<file path="src/rtl/seg7_pkg.sv">
// Shared constants for the BCD counter display: segment codes (active-low {g..a}),
// anode-off level and BCD digit width.
package seg7_pkg;

    localparam int unsigned BCD_W = 4;

    localparam logic [6:0] SEG_0     = 7'b1000000;
    localparam logic [6:0] SEG_1     = 7'b1111001;
    localparam logic [6:0] SEG_2     = 7'b0100100;
    localparam logic [6:0] SEG_3     = 7'b0110000;
    localparam logic [6:0] SEG_4     = 7'b0011001;
    localparam logic [6:0] SEG_5     = 7'b0010010;
    localparam logic [6:0] SEG_6     = 7'b0000010;
    localparam logic [6:0] SEG_7     = 7'b1111000;
    localparam logic [6:0] SEG_8     = 7'b0000000;
    localparam logic [6:0] SEG_9     = 7'b0010000;
    localparam logic [6:0] SEG_BLANK = 7'b1111111;

    localparam logic ANO_OFF = 1'b1;

    // BCD digit to active-low segment pattern; non-decimal codes blank the digit
    function automatic logic [6:0] seg7(input logic [BCD_W-1:0] d);
        case (d)
            4'd0:    return SEG_0;
            4'd1:    return SEG_1;
            4'd2:    return SEG_2;
            4'd3:    return SEG_3;
            4'd4:    return SEG_4;
            4'd5:    return SEG_5;
            4'd6:    return SEG_6;
            4'd7:    return SEG_7;
            4'd8:    return SEG_8;
            4'd9:    return SEG_9;
            default: return SEG_BLANK;
        endcase
    endfunction

endpackage

</file>
<file path="src/rtl/debounce_pulse.sv">
// Button conditioner: 2-flop synchroniser, stability counter, and a one-cycle pulse
// on each accepted rising edge.
module debounce_pulse #(
    parameter int unsigned DEBOUNCE_CYCLES = 500000
) (
    input  logic clk,
    input  logic reset,
    input  logic raw,
    output logic level,
    output logic pulse
);

    localparam int unsigned CW = $clog2(DEBOUNCE_CYCLES + 1);

    logic          sync0;
    logic          sync1;
    logic          samp;
    logic          armed;
    logic [CW-1:0] cnt;
    logic          accept_c;

    assign accept_c = (sync1 == samp) && (cnt == CW'(DEBOUNCE_CYCLES - 1));

    // A press only counts once the button has been seen stably released after
    // reset, so a button held through reset release never fires.
    always_ff @(posedge clk or posedge reset) begin
        if (reset) begin
            sync0 <= 1'b0;
            sync1 <= 1'b0;
            samp  <= 1'b0;
            cnt   <= '0;
            level <= 1'b0;
            armed <= 1'b0;
            pulse <= 1'b0;
        end else begin
            sync0 <= raw;
            sync1 <= sync0;
            pulse <= 1'b0;
            if (sync1 != samp) begin
                samp <= sync1;
                cnt  <= '0;
            end else if (!accept_c) begin
                cnt <= cnt + CW'(1);
            end else begin
                level <= samp;
                if (!samp) begin
                    armed <= 1'b1;
                end
                pulse <= samp & ~level & armed;
            end
        end
    end

endmodule

</file>
<file path="src/rtl/syn_sub_counter_display.sv">
// BCD down counter with load, driven by debounced buttons, shown on a multiplexed
// active-low 7-segment display.
module syn_sub_counter_display
    import seg7_pkg::*;
#(
    parameter int unsigned DIGITS          = 4,
    parameter int unsigned DEBOUNCE_CYCLES = 500000,
    parameter int unsigned SCAN_DIV        = 50000
) (
    input  logic                      clk,
    input  logic                      reset,
    input  logic                      btnd,
    input  logic                      btnl,
    input  logic [BCD_W*DIGITS-1:0]   load_val,
    output logic [6:0]                leds,
    output logic [DIGITS-1:0]         ano,
    output logic                      zero,
    output logic                      borrow
);

    localparam int unsigned IW = (DIGITS > 1) ? $clog2(DIGITS) : 1;
    localparam int unsigned DW = (SCAN_DIV > 1) ? $clog2(SCAN_DIV) : 1;

    logic                         dec_p;
    logic                         load_p;
    logic                         dec_level_unused;
    logic                         load_level_unused;
    logic [DIGITS-1:0][BCD_W-1:0] count;
    logic [DIGITS-1:0][BCD_W-1:0] count_n;
    logic                         borrow_n;
    logic [DW-1:0]                div;
    logic [IW-1:0]                index;

    debounce_pulse #(.DEBOUNCE_CYCLES(DEBOUNCE_CYCLES)) u_dec (
        .clk   (clk),
        .reset (reset),
        .raw   (btnd),
        .level (dec_level_unused),
        .pulse (dec_p)
    );

    debounce_pulse #(.DEBOUNCE_CYCLES(DEBOUNCE_CYCLES)) u_load (
        .clk   (clk),
        .reset (reset),
        .raw   (btnl),
        .level (load_level_unused),
        .pulse (load_p)
    );

    // Next count: clamped load has priority over ripple-borrow decrement
    always_comb begin
        logic             bin;
        logic [BCD_W-1:0] ld;
        count_n  = count;
        borrow_n = 1'b0;
        bin      = 1'b1;
        ld       = '0;
        if (load_p) begin
            for (int i = 0; i < DIGITS; i++) begin
                ld         = load_val[i*BCD_W +: BCD_W];
                count_n[i] = (ld > BCD_W'(9)) ? BCD_W'(9) : ld;
            end
        end else if (dec_p) begin
            for (int i = 0; i < DIGITS; i++) begin
                if (bin) begin
                    if (count[i] == '0) begin
                        count_n[i] = BCD_W'(9);
                    end else begin
                        count_n[i] = count[i] - BCD_W'(1);
                        bin        = 1'b0;
                    end
                end
            end
            borrow_n = bin;
        end
    end

    always_ff @(posedge clk or posedge reset) begin
        if (reset) begin
            count  <= '0;
            zero   <= 1'b1;
            borrow <= 1'b0;
        end else begin
            count  <= count_n;
            zero   <= (count_n == '0);
            borrow <= borrow_n;
        end
    end

    // Digit scan: advance one anode per SCAN_DIV cycles
    always_ff @(posedge clk or posedge reset) begin
        if (reset) begin
            div   <= '0;
            index <= '0;
        end else if (div == DW'(SCAN_DIV - 1)) begin
            div   <= '0;
            index <= (index == IW'(DIGITS - 1)) ? '0 : index + IW'(1);
        end else begin
            div <= div + DW'(1);
        end
    end

    always_ff @(posedge clk or posedge reset) begin
        if (reset) begin
            ano  <= {DIGITS{ANO_OFF}} ^ DIGITS'(1);
            leds <= SEG_0;
        end else begin
            ano  <= {DIGITS{ANO_OFF}} ^ (DIGITS'(1) << index);
            leds <= seg7(count[index]);
        end
    end

endmodule
</file>
<file path="config.mk">
export PLATFORM = sky130hd
export DESIGN_NAME = syn_sub_counter_display
export DESIGN_NICKNAME = d
export VERILOG_FILES = /design/src/rtl/seg7_pkg.sv /design/src/rtl/debounce_pulse.sv /design/src/rtl/syn_sub_counter_display.sv
export SDC_FILE = /design/constraint.sdc
export NUM_CORES = 1
export LEC_CHECK = 0
export BUFFER_PORTS_ARGS = -buffer_cell sky130_fd_sc_hd__buf_2
export CORE_MARGIN = 1.5
export CORE_UTILIZATION = 55
export DETAILED_ROUTE_END_ITERATION = 10
export PLACE_DENSITY = 0.74
export RECOVER_POWER = 50
export SYNTH_ARGS = -nofsm -noshare
export SYNTH_HDL_FRONTEND = slang
export SYNTH_SLANG_ARGS = --single-unit
</file>
<file path="constraint.sdc">
create_clock -name clk -period 4.6 [get_ports clk]
set_input_delay 1.38 -clock clk [delete_from_list [all_inputs] [get_ports clk]]
set_output_delay 1.38 -clock clk [all_outputs]
set_load 0.02 [all_outputs]
</file>
-- Word level (Yosys, flattened, before mapping)
Memory sizes are Yosys's and may differ from the RTL's. A register that Yosys moved wholly into a read port is not among the register bits.
Cells that the tools add are included.
- memories kept: 1
- word-level logic and storage cells: 110
- register bits: 90
- ROM bits: 112
- bits of input ports: 20
- multiplexer cells: 40
- equality and inequality tests: 10
- reduce and logical (&&, ||, !) cells: 11
- bitwise logic cells: 11
- order comparisons: 5
- shift-type cells: 1
- $add $sub $neg: 8
- memory list (name ; depth ; width ; read ports ; clocked after Yosys merged registers in ; write ports ; RTL line ; text):
    (name not given) ; 16 ; 7 ; 1 ; 1 ; 0 ; seg7_pkg.sv:23 ; case (d)
- operator list (operator ; count):
    $mux W19 ; 4
    $mux W16 ; 3
    $mux W4 ; 12
    $add A19 B1 Y19 const B ; 2
    $eq A19 B19 Y1 const B ; 2
    $mux W1 ; 19
    $add A16 B1 Y16 const B ; 1
    $eq A16 B16 Y1 const B ; 1
    $gt A4 B4 Y1 const B ; 4
    $logic_not A16 Y1 ; 1
    $logic_not A4 Y1 ; 4
    $sub A4 B1 Y4 const B ; 4
    $bmux W4 S2 ; 1
    $not A1 Y1 ; 6
    $reduce_and A3 Y1 ; 2
    $and A1 B1 Y1 ; 4
    $ne A2 B2 Y1 const B ; 2
    $not A4 Y4 ; 1
    $reduce_and A2 Y1 ; 2
    $shl A1 B2 Y4 const A ; 1
    $lt A2 B3 Y1 const B ; 1
    $add A2 B1 Y2 const B ; 1
    $eq A1 B1 Y1 ; 2
    $eq A2 B2 Y1 const B ; 1
    other kinds (3) ; 5

-- Logic depth before layout (Yosys ltp)
Gate-level depths: netlist (run 1).
- depth after elaboration: 14
- mapped depth: 8
- depth with buffers taken out: 7

-- Hierarchy
From an unflattened synthesis (run 1), not the netlist that was laid out.
- cells, all modules: 522
- area total of the unflattened synthesis: 5129.9 um^2
- modules (own cells, without submodules) (module ; instances ; area an instance (um^2) ; cells each ; sequential area each (um^2)):
    syn_sub_counter_display ; 1 ; 2670.1 ; 282 ; 1182.4
    debounce_pulse ; 2 ; 1229.9 ; 120 ; 625.6

-- Worst setup path before layout (run 1)
No wires, ideal clock.
- path kind: in2reg
- start point: input port load_val[2]
- end point: register zero
- stages: 5
- arrival time: 2.157 ns
- buffers on the path: 0
- setup time: 0.101 ns
- setup slack: 2.342 ns
- path through: nor2_1 nor4b_1 a32o_1 o211ai_1 nor4b_1
- word-level cells in the longest chain between the ends: 4
- RTL lines (element ; RTL line ; text):
    from (decl) ; syn_sub_counter_display.sv:14 ; input logic [BCD_W*DIGITS-1:0] load_val,
    $gt A4 B4 Y1 ; syn_sub_counter_display.sv:61 ; count_n[i] = (ld > BCD_W'(9)) ? BCD_W'(9) : ld;
    $mux W4 * ; syn_sub_counter_display.sv:61 ;
    $mux W16 * ; syn_sub_counter_display.sv:58 ; if (load_p) begin
    $logic_not A16 Y1 * ; syn_sub_counter_display.sv:85 ; zero <= (count_n == '0);
    to (signal assigned) ; syn_sub_counter_display.sv:85 ;
    to (decl) ; syn_sub_counter_display.sv:17 ; output logic zero,
Every way passes the cells marked *; elsewhere a longest branch is shown, timed or not.
A chain may end at the register's enable or synchronous reset.

==> impl_metrics.toml, run 1 <==
[logic_synthesis]
syn_avg_cell_area_um2 = 10.0
synth_area_leaders = "dfrtp_1 47%, nor2_1 5.8%, xor2_1 5.7%"
yosys.cell_count.top_type = "dfrtp_1"
syn_area_um2 = 4910
syn_nets = 525
post-synth-top-area-fraction_pct = 46.9
synth_flop_cell = "dfrtp_1"
synthCells = 491
synth_top_cell_by_area = "dfrtp_1"
synthTopCellsByCount = "92 x dfrtp_1, 76 x nor2_1, 32 x nand2_1, 32 x xor2_1, 27 x nand3_1"
synth-seq-area-share_pct = 49.6
ys_ff_latch = 97
async_reset_ff_share_pct = 100
ys_warn_count = 0
synthDistinctLibCells = 50
synth_edf_count = 0

[global_route]
track_usage_pct = 20.3
grt_pass1_wl_um = 15900
antenna_found_initial = 0
grt_pass1_vias = 3520
grt_max_degree = 34
overflow = 0

[power]
netSwitchingPower_mw = 0.446
power.density_nw_per_um2 = 316
p_leak_nw = 2.26
power.internal_mw = 1.25
peakVddDrop_mv = 0.175
p_sw_share_pct = 26.4
pwr-share-seq_pct = 54.2
power_mw = 1.69
clockPowerShare_pct = 35.1
power_frac_comb_pct = 10.7

[route]
drt_wl_total_um = 9100
dr_total_vias = 3589
first_pass_iters = 4
drc = 0
viasPerCell = 5.66
wl_per_cell_um = 14.3
first_iter_violations = 186
ant_nets = 0

[finish]
final_area_um2 = 5360
n_antenna_cell = 0
seqCellArea_um2 = 2430
layout.nets = 556
utilization_pct = 61.8
fill_cells = 746
area_delta_synth_final_pct = 9.23
drive_gt1_share_pct = 13.3
multiInputGateArea_um2 = 2330

[min_path]
min-delay-path-class = "reg2reg"
hold_path_depth = 0

[clocking]
cts_sinks = 97
clockBufferDepth = 2
cts_resized = 0
cts_tree = "done"
clock_latency_ps = 360
clk_pin_slew_worst_paths_ps = 90
root_buffer = "clkbuf_8"
hold_buffers = 0
numCtsBuffers = 9
cts_setup_buffers = 0
cts_max_level = 3

[setup_path]
cp.required_ps = 5060
reg2reg_setup_slack_ps = 2210
crit_type = "in2async"
worstPathArrival_ps = 2910
cp-end-kind = "async pin"
path_max_fanout = 33
startpoint_type = "primary input"
worstRegToRegCells = 6

[outcome]
violations = "capacitance limit, slew limit"
outcome = "finished, violations left"

[sta]
finalSetupTns_ps = 0
rsz0062_at_grt = "no"
hold_viol_final = 0
finalCritPeriodShare_pct = 53.1
min_period_ps = 2440
holdWs_ps = 357
finalMaxSlewViolations = 34
slew_headroom_pct = -1.51
tightestPinTransition_ps = 1510
fmax_ghz = 0.409
finalSetupViolCount = 0
skew_ps = 14.6

[place]
dp_hpwl_um = 6420
place_area_um2 = 5170
gp_congestion = 0.808
portBuffers = 32

[floorplanning]
pin_count = 33
core.rowCount = 34
die_area_um2 = 9500
dieHeight_um = 97.5
core_um2 = 8680
die_w_um = 97.5
start_util_pct = 56.6

[job]
cap_violations = 1
==> layer usage <==
layer  vias up  part of all wire, %  global-route usage [%]
met5         -                    0                       0
met4         0                  1.4                    7.69
met3        11                  3.3                    2.95
met2        61                   49                    33.6
met1      1760                   46                    27.1
li1       1757                    -                       -
==> critical path, stage by stage <==
cell	delay, ps
buf_2	100
clkinvlp_2	870
buf_4	540
==> registers in the layout (all words and copies together) (netlist names), 2 cells and up <==
name,count
index,2
u_load.cnt,19
ano,4
div,16
u_dec.cnt,19
leds,7
count,16
==> cells by family after synthesis <==
logic type,Yosys count,synth area share [%]
and+or+nand+nor,220,24.3
muxes,12,3.34
DFF,97,49.6
adders and majority gates,14,3.57
xor gates and xnor gates,52,9.28
AOI/OAI and AO/OA,62,7.29
buffers and inverters,34,2.70
==> layout make-up <==
type / instances / area share (%)
repair buffers: 35 / 3.36
well taps: 108 / 2.52
clock inverters: 5 / 1.52
clock buffers: 10 / 2.38
flip-flops and latches: 97 / 45.4
multi-input cells: 360 / 43.5
inverters: 19 / 1.35
==> power groups by stage <==
stage / logic (mW) / clock network [mW] / registers [mW]
finish: 0.182 / 0.593 / 0.917
CTS: 0.187 / 0.607 / 0.917
global placement: 0.176 / 0 / 0.931
global route: 0.211 / 0.644 / 0.923
detailed placement: 0.186 / 0 / 0.933
floorplan: 0.138 / 0 / 0.926
==> through the flow <==
stage,instances,setup WS (ps)
after global routing,634,1890
after detailed placement,619,2010
after global placement,619,2100
after CTS,634,2150
final,634,2160
after floorplan,491,695
==> cell usage in the layout (no fill, tap or decap), types with 8 or more instances in the layout <==
cell type   n
dfrtp_1    92
o21ai_0    21
a21oi_1    20
nor3_1     14
nand2_1    32
inv_1      18
nor4b_1     8
nor2_1     76
nand3_1    27
buf_2      30
ha_1       14
nand4_1    12
clkbuf_8    9
and3_1      8
xor2_1     32
xnor2_1    20
==> final timing paths <==
kind,from,endpoint
worst max register to register,u_load.pulse,zero
max in group clk,zero,zero
min in group asynchronous,reset,u_load.cnt[12]
worst min register to register,u_dec.sync0,u_dec.sync1
worst max-delay path,reset,ano[2]
worst min-delay path,u_dec.sync0,u_dec.sync1
(Power assumes the default switching activity.)
==> inputs of run 2 (changes only) <==
Settings changed: ABC_AREA set to 1, PLACE_DENSITY 0.74 to 0.73.
Clock period 4.6 ns to 2.4 ns, I/O delays scaled along.
==> run 2 against run 1 <==
  * Sequential share of layout area down 3.0 points
  * Largest power group unchanged
  * The run still ends with capacitance limit, slew limit left
  * Final cell count is 31% higher
  * Combinational power up 120%
  * Critical path depth increased by 6
  * Sequential power is 92% higher
  * Register-to-register slack worse by 1800 ps
  * Clock power up 89%
  * Synthesized cell count grew 34%
  * Utilization is 0.28 points higher
  * Global-route usage up 1.9 points
==> impl_metrics.toml, run 2 <==
[finish]
multiInputGateArea_um2 = 2310
stdcell_count = 830
seqCellArea_um2 = 2430
n_antenna_cell = 0
final_cell_mix = "124 x nand2_1, 111 x inv_1, 92 x dfrtp_1"
layout.nets = 730
layout_commonest_cell = "nand2_1"
reg.largest.list = "u_dec.cnt: 19 flops, u_load.cnt: 19 flops"
area_delta_synth_final_pct = 9.85
drive_gt1_share_pct = 13.4
fill_cells = 790
utilization_pct = 62.1

[place]
dp_worst_setup_slack_ps = 423
dp_hpwl_um = 7840
dp.cells = 814
gp_congestion = 0.878
portBuffers = 32

[floorplanning]
core.rowCount = 35
die_area_um2 = 10100
pin_count = 33
core_um2 = 9240
start_util_pct = 56.5
dieHeight_um = 100
die_w_um = 100

[min_path]
min-delay-path-class = "reg2reg"
hold_path.startpoint = "u_load.sync0"
hold_path_end = "u_load.sync1"
hold_path_depth = 0

[sta]
finalSetupViolCount = 0
finalCritPeriodShare_pct = 84.6
tightestPinTransition_ps = 1650
worst_slack_ps = 370
min_period_ps = 2030
slew_headroom_pct = -10.3
finalMaxSlewViolations = 78
hold_viol_final = 0
finalSetupTns_ps = 0
rsz0062_at_grt = "no"
skew_ps = 7.13
fmax_ghz = 0.493

[global_route]
overflow = 0
track_usage_pct = 22.2
antenna_found_initial = 0
grt_pass1_wl_um = 18000
grt_pass1_vias = 4230
grt_max_degree = 78

[route]
first_pass_iters = 5
dr_total_vias = 4360
ant_nets = 0
drt_wl_total_um = 10400
wl_per_cell_um = 12.5
viasPerCell = 5.25
drc = 0
first_iter_violations = 211

[logic_synthesis]
synthCells = 658
async_reset_ff_share_pct = 100
synth_edf_count = 0
yosys.cell_count.top_type = "nand2_1"
ys_warn_count = 0
post-synth-top-area-fraction_pct = 44.1
ys_ff_latch = 97
synth-seq-area-share_pct = 46.6
synth_top_cell_by_area = "dfrtp_1"
syn_nets = 692
syn_avg_cell_area_um2 = 7.94
synthDistinctLibCells = 43
syn_area_um2 = 5220
synth_flop_cell = "dfrtp_1"
synthTopCellsByCount = "124 x nand2_1, 112 x inv_1, 92 x dfrtp_1, 66 x nor2_1"
synth_area_leaders = "dfrtp_1 44%, nand2_1 8.9%, inv_1 8.1%"

[setup_path]
cp-end-kind = "flip-flop"
critPathSlowestCell = "dfrtp_1"
path_delay_family = "flip-flops"
worstPathArrival_ps = 2240
cp_cell_sequence = "clkinv_1 -> nand2_1 -> a32o_1 -> inv_1 -> ha_1 -> inv_1 -> nand2_1 -> o21ai_0 -> o21ai_0"
crit_type = "reg2reg"
worstRegToRegCells = 9
crit_path_max_incr_delay_ps = 580
reg2reg_setup_slack_ps = 370
path_max_fanout = 13
startpoint_type = "flip-flop"
r2r-start = "index[0]"
r2r-end = "leds[5]"
cp.required_ps = 2610
cp_num_buf_inv = 3

[clocking]
cts_sinks = 97
clock_latency_ps = 350
cts_max_level = 3
numCtsBuffers = 9
hold_buffers = 0
cts_setup_buffers = 0
cts_resized = 0
cts_tree = "done"
clk_pin_slew_worst_paths_ps = 90
root_buffer = "clkbuf_8"
clockBufferDepth = 2

[power]
peakVddDrop_mv = 0.364
p_leak_nw = 2.78
power.density_nw_per_um2 = 570
power_mw = 3.27

[outcome]
violations = "capacitance limit, slew limit"
outcome = "finished, violations left"

[job]
cap_violations = 1
## run 2: power breakdown
group          internal, mW  leakage [nW]  switching, mW
combinational         0.125          1.43          0.268
clock                 0.573         0.106          0.548
sequential             1.70          1.24         0.0588
## run 2: cell type report
cell class,count,share of cell area [%]
clock buffers,13,2.95
well taps,129,2.81
multi-input cells,435,40.2
repair buffers,34,2.95
inverters,119,7.81
flip-flops and latches,97,42.4
clock inverters,3,0.807
## run 2: through the flow
step / hold slack [ps] / cell area [um^2]
2_1_floorplan: 331 / 5230
3_3_place_gp: 335 / 5540
3_5_place_dp: 335 / 5540
4_1_cts: 356 / 5760
5_1_grt: 359 / 5740
6_report: 354 / 5740
## run 2: worst max-delay path by stage
stage | start | endpoint | slack (ps) | depth (start not counted)
finish | index[0] | leds[5] | 370 | 9
global route | reset | leds[5] | 70 | 3
CTS | index[0] | leds[4] | 400 | 8
detailed placement | index[0] | leds[5] | 420 | 9
global placement | index[0] | leds[5] | 560 | 9
floorplan | reset | ano[0] | 540 | 1
## run 2: kinds of logic after synthesis
kind of cell               share of synthesized area (%)
and+or+nand+nor                                     28.7
adders and majority gates                           3.35
DFF                                                 46.6
AOI/OAI and AO/OA                                   10.6
xor gates and xnor gates                            1.51
buffers and inverters                               9.18
## run 2: metal layers
metal	up-vias	GRT usage [%]	share of wire [%]
met5	-	0	0
met4	0	7.26	0.87
met3	8	2.99	3.1
met2	84	40.4	52
met1	2055	27.0	44
li1	2213	-	-
==> inputs of run 3 (changes only) <==
Clock period 2.4 ns to 1.9 ns, I/O delays scaled along.
==> run 3 against run 2 <==
  * The run now ends clean
  * Via count rose by 0.48%
  * Design area is 1.5% higher
  * Global-route usage increased by 0.31 points
  * Critical path type unchanged
  * Clock power grew 27%
  * Sequential power grew 26%
  * Utilization is 0.92 points higher
  * Hold slack worse by 130 ps
  * Largest cell class unchanged
==> impl_metrics.toml, run 3 (synthesized netlist as in run 2, its figures left out) <==
[job]
cap_violations = 0

[finish]
layout.nets = 739
area_delta_synth_final_pct = 11.5
layout_commonest_cell = "nand2_1"
utilization_pct = 63.0
drive_gt1_share_pct = 15.5
n_antenna_cell = 0
reg.largest.list = "u_dec.cnt: 19 flops, u_load.cnt: 19 flops"
multiInputGateArea_um2 = 2320
seqCellArea_um2 = 2430
final_cell_mix = "124 x nand2_1, 110 x inv_1, 91 x dfrtp_1"
fill_cells = 838

[floorplanning]
core_um2 = 9240
dieHeight_um = 100
start_util_pct = 56.5
die_w_um = 100
core.rowCount = 35
pin_count = 33
die_area_um2 = 10100

[place]
dp_worst_setup_slack_ps = 79.6
portBuffers = 32
dp_hpwl_um = 7740
gp_congestion = 0.913

[route]
dr_total_vias = 4381
drc = 0
viasPerCell = 5.22
first_iter_violations = 164
ant_nets = 0
drt_wl_total_um = 10300
first_pass_iters = 5
wl_per_cell_um = 12.3

[setup_path]
cp_num_buf_inv = 2
cp.required_ps = 2160
worstPathArrival_ps = 1990
cp-end-kind = "flip-flop"
path_delay_family = "flip-flops"
cp_common_cell = "nor2_1"
cp_cell_sequence = "buf_4 -> nor2_1 -> inv_1 -> a32o_1 -> ha_1 -> nor2_1 -> nor2_1 -> o21ai_0 -> nand2_1"
crit_path_max_incr_delay_ps = 420
crit_type = "reg2reg"
path_max_fanout = 12
reg2reg_setup_slack_ps = 160
critPathSlowestCell = "dfrtp_1"
startpoint_type = "flip-flop"

[sta]
slew_headroom_pct = 51.0
finalMaxSlewViolations = 0
tightestPinTransition_ps = 736
hold_viol_final = 0
fmax_ghz = 0.576
min_period_ps = 1740
finalSetupViolCount = 0
skew_ps = 9.94
rsz0062_at_grt = "no"
finalCritPeriodShare_pct = 91.4
worst_slack_ps = 163
finalSetupTns_ps = 0

[global_route]
grt_pass1_vias = 4271
antenna_found_initial = 0
track_usage_pct = 22.5
overflow = 0
grt_pass1_wl_um = 18200
grt_max_degree = 55

[clocking]
cts_sinks = 97
clockBufferDepth = 2
cts_max_level = 3
clk_pin_slew_worst_paths_ps = 100
numCtsBuffers = 9
root_buffer = "clkbuf_8"
clock_latency_ps = 370
cts_tree = "done"

[power]
power_mw = 4.18
power.density_nw_per_um2 = 719
p_leak_nw = 2.84
peakVddDrop_mv = 0.465

[outcome]
outcome = "completed"

[min_path]
min-delay-path-class = "in2async"
run 3: cell types whose count changed in the layout (fill, tap and decap cells not counted), moves of 2 or more:
cell        delta
buf_4          +9
clkbuf_1       -2
clkbuf_8       -3
clkinv_1       -2
clkinvlp_4     +2
inv_6          +2
o21ai_0        -2
o21ai_1        +2
run 3: final timing paths:
| path | start | to | cells past startpoint |
|---|---|---|---|
| max | index[0] | leds[0] | 9 |
| min | reset | u_dec.cnt[11] | 2 |
| max reg2reg | index[0] | leds[0] | 9 |
| min reg2reg | u_dec.sync0 | u_dec.sync1 | 0 |
| max in group asynchronous | reset | u_load.cnt[3] | 3 |
| min in group clk | btnd | u_dec.sync0 | 1 |
run 3: area by class of cell:
cell class                      instances  area share [%]
Multi-Input combinational cell        435            39.9
Clock buffer                            9            2.13
Timing Repair Buffer                   43            4.13
Clock inverter                          7            1.46
Tap cell                              129            2.77
Inverter                              119            7.82
Sequential cell                        97            41.8
run 3: metal layers:
layer  GRT usage (%)  vias to the layer above  part of all wire [%]
met3            3.90                       19                   2.7
met4            8.88                        0                   1.7
met1            26.8                     2055                    44
met5               0                        -                     0
li1                -                     2234                     -
met2            40.2                       73                    51
run 3: report_power, final:
| group | internal [mW] | switching, mW | total (mW) |
|---|---|---|---|
| Combinational | 0.197 | 0.352 | 0.550 |
| Clock | 0.632 | 0.789 | 1.42 |
| Sequential | 2.15 | 0.0672 | 2.21 |
run 3: metrics by stage:
stage | instances | hold WS (ps) | instance area (um^2)
3_3_place_gp | 820 | 333 | 5600
2_1_floorplan | 658 | 331 | 5230
5_1_grt | 839 | 247 | 5820
4_1_cts | 836 | 167 | 5810
3_5_place_dp | 820 | 339 | 5600
6_report | 839 | 227 | 5820
run 3: repair_timing:
item                       4_1_cts  5_1_grt
setup buffers                    0        3
hold buffers                     0        0
gates resized for setup          0        8
setup endpoints to repair        0        9
